[src/rtl/seq_barrel_shifter.sv]
// Multi-cycle barrel shifter: LSL/LSR/ASR/ROR moving up to STEP bits per clock.
// Uses a start/busy/done handshake and reports carry, overflow and zero flags.
// Optional feature macro: SEQ_SHIFTER_ROR_EN. When it is undefined, mode 11 passes the
// operand through in one step and no rotate logic is built.
// WIDTH must equal 2**SHW; wrap-around index arithmetic relies on this.
module seq_barrel_shifter #(
  parameter int unsigned WIDTH = 32,
  parameter int unsigned SHW   = 5,
  parameter int unsigned STEP  = 1
) (
  input  logic             clk_i,
  input  logic             rst_ni,
  input  logic             start_i,
  input  logic [1:0]       mode_i,
  input  logic [SHW-1:0]   amt_i,
  input  logic [WIDTH-1:0] in_i,
  output logic [WIDTH-1:0] out_o,
  output logic             busy_o,
  output logic             done_o,
  output logic             carry_o,
  output logic             overflow_o,
  output logic             zero_o
);

  typedef enum logic [1:0] {StIdle, StShift, StDone} state_e;

  localparam logic [1:0] ModeLsl = 2'b00;
  localparam logic [1:0] ModeLsr = 2'b01;
  localparam logic [1:0] ModeAsr = 2'b10;
  localparam logic [1:0] ModeRor = 2'b11;

  // STEP >= WIDTH behaves like WIDTH-1, because rem never exceeds WIDTH-1.
  localparam logic [SHW-1:0] StepS   = (STEP >= WIDTH) ? SHW'(WIDTH - 1) : SHW'(STEP);
  localparam logic [SHW-1:0] MaxIdx  = SHW'(WIDTH - 1);
  localparam logic [SHW-1:0] IdxZero = '0;
  localparam logic [WIDTH-1:0] AllOnes = '1;

  state_e           state_q, state_d;
  logic [WIDTH-1:0] work_q, work_d;
  logic [1:0]       mode_q, mode_d;
  logic             sign_q, sign_d;
  logic [SHW-1:0]   rem_q, rem_d;
  logic             cacc_q, cacc_d;
  logic             oacc_q, oacc_d;
  logic [WIDTH-1:0] out_q, out_d;
  logic             carry_q, carry_d;
  logic             ovf_q, ovf_d;
  logic             zero_q, zero_d;

  logic [SHW-1:0]   step_s;
  logic [WIDTH-1:0] step_res;
  logic             step_carry;
  logic             step_ovf;

  // One shift step of s = min(STEP, rem) bits in the latched mode.
  always_comb begin
    step_s     = (rem_q < StepS) ? rem_q : StepS;
    step_res   = work_q;
    step_carry = 1'b0;
    step_ovf   = 1'b0;
    case (mode_q)
      ModeLsl: begin
        step_res   = work_q << step_s;
        // IdxZero - s wraps to WIDTH - s.
        step_carry = work_q[IdxZero - step_s];
        // Any bit in [WIDTH-1 : WIDTH-1-s] that differs from the sign bit.
        step_ovf   = |((work_q ^ {WIDTH{work_q[WIDTH-1]}}) >> (MaxIdx - step_s));
      end
      ModeLsr: begin
        step_res   = work_q >> step_s;
        step_carry = work_q[step_s - 1'b1];
      end
      ModeAsr: begin
        step_res   = (work_q >> step_s) | (~(AllOnes >> step_s) & {WIDTH{sign_q}});
        step_carry = work_q[step_s - 1'b1];
      end
`ifdef SEQ_SHIFTER_ROR_EN
      ModeRor: begin
        step_res   = (work_q >> step_s) | (work_q << (IdxZero - step_s));
        step_carry = work_q[step_s - 1'b1];
      end
`endif
      default: ;
    endcase
  end

  // Next-state logic. Result registers load only on the edge that enters DONE.
  always_comb begin
    state_d = state_q;
    work_d  = work_q;
    mode_d  = mode_q;
    sign_d  = sign_q;
    rem_d   = rem_q;
    cacc_d  = cacc_q;
    oacc_d  = oacc_q;
    out_d   = out_q;
    carry_d = carry_q;
    ovf_d   = ovf_q;
    zero_d  = zero_q;
    case (state_q)
      StIdle: begin
        if (start_i) begin
          work_d  = in_i;
          mode_d  = mode_i;
          sign_d  = in_i[WIDTH-1];
          rem_d   = amt_i;
          cacc_d  = 1'b0;
          oacc_d  = 1'b0;
          state_d = StShift;
`ifndef SEQ_SHIFTER_ROR_EN
          // Pass-through: a zero-length operation finishes on the first SHIFT edge.
          if (mode_i == ModeRor) rem_d = '0;
`endif
        end
      end
      StShift: begin
        if (step_s != '0) begin
          work_d = step_res;
          cacc_d = step_carry;
          oacc_d = oacc_q | step_ovf;
        end
        rem_d = rem_q - step_s;
        if (rem_d == '0) begin
          state_d = StDone;
          out_d   = work_d;
          carry_d = cacc_d;
          ovf_d   = oacc_d;
          zero_d  = (work_d == '0);
        end
      end
      StDone: begin
        state_d = StIdle;
      end
      default: state_d = StIdle;
    endcase
  end

  // State registers with synchronous active-low reset.
  always_ff @(posedge clk_i) begin
    if (!rst_ni) begin
      state_q <= StIdle;
      work_q  <= '0;
      mode_q  <= '0;
      sign_q  <= 1'b0;
      rem_q   <= '0;
      cacc_q  <= 1'b0;
      oacc_q  <= 1'b0;
      out_q   <= '0;
      carry_q <= 1'b0;
      ovf_q   <= 1'b0;
      zero_q  <= 1'b0;
    end else begin
      state_q <= state_d;
      work_q  <= work_d;
      mode_q  <= mode_d;
      sign_q  <= sign_d;
      rem_q   <= rem_d;
      cacc_q  <= cacc_d;
      oacc_q  <= oacc_d;
      out_q   <= out_d;
      carry_q <= carry_d;
      ovf_q   <= ovf_d;
      zero_q  <= zero_d;
    end
  end

  // Handshake status is decoded directly from the state.
  always_comb begin
    busy_o     = (state_q == StShift);
    done_o     = (state_q == StDone);
    out_o      = out_q;
    carry_o    = carry_q;
    overflow_o = ovf_q;
    zero_o     = zero_q;
  end

endmodule

[config.mk]
export PLATFORM = sky130hd
export DESIGN_NAME = seq_barrel_shifter
export DESIGN_NICKNAME = d
export VERILOG_FILES = /design/src/rtl/seq_barrel_shifter.sv
export SDC_FILE = /design/constraint.sdc
export NUM_CORES = 1
export LEC_CHECK = 0
export ABC_AREA = 1
export BUFFER_PORTS_ARGS = -buffer_cell sky130_fd_sc_hd__buf_2
export CAP_MARGIN = 10
export CORE_MARGIN = 2
export CORE_UTILIZATION = 46
export CTS_CLUSTER_SIZE = 25
export DETAILED_ROUTE_END_ITERATION = 7
export HOLD_SLACK_MARGIN = 0.05
export PLACE_DENSITY = 0.78
export SLEW_MARGIN = 15
export SYNTH_ARGS = -nofsm -noshare
export SYNTH_HDL_FRONTEND = slang
export SYNTH_SLANG_ARGS = --single-unit
[constraint.sdc]
create_clock -name clk_i -period 3.5 [get_ports clk_i]
set_clock_uncertainty 0.15 [all_clocks]
set_input_delay 0.525 -clock clk_i [delete_from_list [all_inputs] [get_ports clk_i]]
set_output_delay 0.525 -clock clk_i [all_outputs]
set_load 0.03 [all_outputs]
Word-level counts from Yosys, hierarchy flattened --
Cells that the tools add are included.
Word-level totals: word-level logic and storage cells 69, memory bits (writable) 0, bits in read-only memories 0, bits in registers 79, latch bits 0, memories 0, output and inout port bits 37
Operators by class: multiplexer cells 23, add/subtract/negate cells 4, equality and inequality tests 7, $mul 0, shift operators 4, bitwise operators 5, divide/modulo/power cells 0, $lt $le $gt $ge 3, reduce and logical (&&, ||, !) cells 12
Operator list (count):
- 2-to-1 mux 32 bit | 3
- one-hot mux 32 bit (3 select lines) | 1
- one-hot mux 32 bit (2 select lines) | 1
- >> shifter 32 x 5 -> 32 bit | 2
- bitwise AND 32 bit | 1
- zero test 32 bit | 1
- NOT 32 bit | 1
- OR 32 bit | 1
- OR reduction 32 bit | 1
- << shifter 32 x 5 -> 32 bit | 1
- >> shifter 32 x 5 -> 32 bit (first input constant) | 1
- XOR 32 bit | 1
- 2-to-1 mux 5 bit | 3
- less-than comparator 5 x 6 -> 1 bit (second input constant) | 2
- binary-select mux 1 bit (select 5 bit) | 2
- one-hot mux 5 bit (2 select lines) | 1
- AND reduction 2 bit | 4
- equality test 2 bit (second input constant) | 3
- 2-to-1 mux 1 bit | 6
- one-hot mux 1 bit (2 select lines) | 3
- zero test 5 bit | 1
- less-than comparator 5 x 1 -> 1 bit (second input constant) | 1
- nonzero test 5 bit | 1
- subtractor 1 x 5 -> 5 bit (first input constant) | 1
- 12 further kinds | 15

Depth between registers and ports, before layout --
depth after elaboration 10, mapped depth 19

Worst setup path after synthesis --
No wires, ideal clock.
path type flip-flop to flip-flop, from reg rem_q[2], to reg zero_q, in the netlist zero_o, arrival 2597 ps, path buffers 3, stages on the path, launching flop included 18, slack 682 ps, clock period less this slack 2818 ps, required time 3280 ps, cell sequence dfxtp_1 -> nor2_4 -> nand3_4 -> inv_2 -> buf_2 -> ha_1 -> clkbuf_1 -> ha_1 -> nor2_2 -> clkbuf_1 -> nor2_1 -> nor3_2 -> inv_1 -> nor2_1 -> nand4_1 -> nor2_1 -> nand3_1 -> a21oi_1
On the way: word-level cells in the longest chain between the ends 10
Ends and longest elaborated chain:
- start, declared | line 42 | logic [SHW-1:0] rem_q, rem_d;
- start signal, assigned | line 157 | rem_q <= rem_d;
- less-than comparator 5 x 1 -> 1 bit | line 57 | step_s = (rem_q < StepS) ? rem_q : StepS;
- 2-to-1 mux 5 bit | line 57
- >> shifter 32 x 5 -> 32 bit | line 74 | step_res = (work_q >> step_s) | (~(AllOnes >> step_s) & {WIDTH{sign_q}});
- NOT 32 bit | line 74
- bitwise AND 32 bit | line 74
- OR 32 bit | line 74
- one-hot mux 32 bit (3 select lines) | line 61 | case (mode_q)
- 2-to-1 mux 32 bit | line 117 | if (step_s != '0) begin
- 2-to-1 mux 32 bit | line 100 | case (state_q)
- zero test 32 bit | line 128 | zero_d = (work_d == '0);
- end signal, assigned | line 163 | zero_q <= zero_d;
- end, declared | line 48 | logic zero_q, zero_d;
Several ways; a longest one is shown, not always the timed one. The select of a mux whose other input is x is not followed. A chain may end at the register's enable or synchronous reset.

Worst setup path after layout --
from reg rem_q[2], to reg out_q[31], in the netlist out_o[31]
On the way: word-level cells in the longest chain between the ends 9
Ends and longest elaborated chain:
- less-than comparator 5 x 1 -> 1 bit | line 57
- 2-to-1 mux 5 bit | line 57
- >> shifter 32 x 5 -> 32 bit | line 74
- NOT 32 bit | line 74
- bitwise AND 32 bit | line 74
- OR 32 bit | line 74
- one-hot mux 32 bit (3 select lines) | line 61
- 2-to-1 mux 32 bit | line 117
- 2-to-1 mux 32 bit | line 100
- end signal, assigned | line 160 | out_q <= out_d;
- end, declared | line 45 | logic [WIDTH-1:0] out_q, out_d;
Several ways; a longest one is shown, not always the timed one. The select of a mux whose other input is x is not followed.

==> results.cfg <==
[synthesis]
syn_area_per_cell_um2 = 6.489
ys_async_sr_fraction_pct = 0
synth_flop_cell = dfxtp_1
yosys-top-cells-area = dfxtp_1 33%, nand2_1 14%, nand3_1 13%
synth.top_cell.area_share_pct = 32.89
synth_edf_count = 0
synthCells = 741
synth_warnings = 0
syn_area_um2 = 4808
synth_top_area_cell = dfxtp_1
synth.yosys.seq_area_share_pct = 32.89
synth-seq-cells = 79
yosysUniqueCellTypes = 34

[sta]
hold_violations = 0
fin_crit_ns = 3.025
post-route-period-util_pct = 86.42
setup_viol = 0
rsz0062_at_grt = false
slew_headroom_pct = 58.63
layout_setup_ws_ns = 0.4753
max_slew.worst_pin.slew_ns = 0.6199
finalMaxSlewViolations = 0
fin_tns_setup_ns = 0
fmax_mhz = 330.6

[floorplan]
io_pins = 79
fp.dieArea_um2 = 11290
fp-row-count = 37
core_um2 = 10230
die_y_um = 106.2
die_x_um = 106.2
initial_core_util_pct = 47.00

[grt]
grt_usage_pct = 27.84
grt-ovfl-total = 0
grt_pass1_vias = 5071
grt_max_degree = 45
grt_pass1_wl_um = 25170
antenna_found_initial = 0

[finish]
syn2layout_area_growth_pct = 15.35
layout_commonest_cell = nand2_1
final_area_um2 = 5547
insertedDiodeCount = 0
mostFrequentLayoutCells = 179 x nand2_1, 127 x nand3_1, 79 x dfxtp_1
drive_above_1_share_pct = 17.43
fin_cells = 945
nNetsFinal = 856
nFillCells = 1060

[placed_design]
placed_area_um2 = 5316
dp_hpwl_um = 10760
io_buffers = 78
dp_slack_ns = 0.5717
gp_congestion = 0.9849
dp.cells = 929

[setup_path]
end_kind = flop
critPathArrivalTime_ns = 3.15
startpoint_type = flop
cp_max_fo = 26
cpPeakStageDelay_ns = 0.44
required_ns = 3.62
path_class = flop to flop
crit_slowest_cell = dfxtp_1
cp_cell_sequence = nor2_4 -> buf_4 -> a21oi_1 -> inv_1 -> ha_1 -> inv_1 -> nand2_1 -> nor2_1 -> xor2_1 -> nor3_2 -> nand3_2 -> nor2_4 -> inv_2 -> o21ai_0

[route]
dr.pass1.iters = 6
drcViolationCount = 0
vias_per_cell = 5.856
postRouteAntennaNets = 0
wirelength_um = 15620
num_vias = 5534
wl_per_cell_um = 16.53
first_iter_violations = 544

[clock_network]
cts.htree.levels = 3
cts_root_buf = clkbuf_8
cts_tree = built
cts.sinks = 79
cts.path.max_buffers = 2
clock_latency_ns = 0.37
cts_setup_buffers = 0
cts_made_buffers = 9
ctsResizeCount = 0
clk_pin_slew_ns = 0.09
cts_hold_buffers = 0

[flow_run]
cap_violations = 0

[hold_path]
hold_class = input port to flop

[outcome]
status = complete, no violations
[critical path: cells and delay by family, from the launching register on]
kind | cells | cell delay [ns]
AND/OR/NAND/NOR | 6 | 0.94
buffers and inverters | 4 | 0.61
AO/OA/AOI/OAI | 2 | 0.47
flip-flops | 1 | 0.44
adder cells (fa/ha/maj) | 1 | 0.21
XOR/XNOR | 1 | 0.10
[routing by layer]
layer	routed length (µm)	vias to the layer above	track usage [%]
met3	1250	76	3.740
met4	709	0	13.91
met1	6938	2486	39.08
met2	6720	325	41.76
li1	-	2647	-
met5	0	-	0
[cell families after synthesis]
kind of cell,count (synthesis),synth area share (%)
AO/OA/AOI/OAI,159,19.36
XOR/XNOR,2,0.3644
adder cells (fa/ha/maj),10,2.602
buffers and inverters,111,9.107
flip-flops,79,32.89
other,2,0.1562
AND/OR/NAND/NOR,378,35.52
[synthesized netlist by cell type (6+ instances only)]
cell       number
ha_1           10
buf_2           8
nand3_1       127
a31oi_1        23
or2_2           9
o211ai_1       18
nand4_1        14
dfxtp_1        79
a2bb2oi_1       7
clkbuf_1       31
nand2_1       179
o21ai_1        35
inv_2           9
inv_1          56
nor2_1         36
o22ai_1         6
a21oi_1        34
o21ai_0        27
[final cells by class]
cell class	count	area (µm²)	area share [%]
well taps	136	170.2	3.068
flip-flops and latches	79	1582	28.51
clock inverters	6	92.59	1.669
repair buffers	95	518.0	9.339
clock buffers	10	137.6	2.481
multi-input cells	554	2803	50.53
inverters	65	244.0	4.399
[metrics by stage]
| step | utilization [%] | hold WS [ns] |
|---|---|---|
| final | 54.21 | 0.2706 |
| after global routing | 54.21 | 0.2842 |
| after floorplan | - | 0.2953 |
| after CTS | 54.21 | 0.2776 |
| after detailed placement | 51.96 | 0.3104 |
| after global placement | 51.96 | 0.3034 |
[sequential cells by signal, indices dropped and copies added, names as in the netlist]
register and count:
cacc_q 1, carry_o 1, mode_q 2, oacc_q 1, out_o 32, overflow_o 1
rem_q 5, sign_q 1, state_q 2, work_q 32, zero_o 1
[final timing paths]
path | start | slack [ns] | to | cells after the start
worst max-delay path | rem_q[2] | 0.48 | out_o[31] | 14
worst min-delay path | amt_i[4] | 0.27 | rem_q[4] | 3
worst max register to register | rem_q[2] | 0.48 | out_o[31] | 14
worst min register to register | work_q[7] | 0.32 | work_q[7] | 2
Power is left out: the tool's default activity adds up to more than one toggle a clock period on the data nets, which glitch-free logic cannot reach.
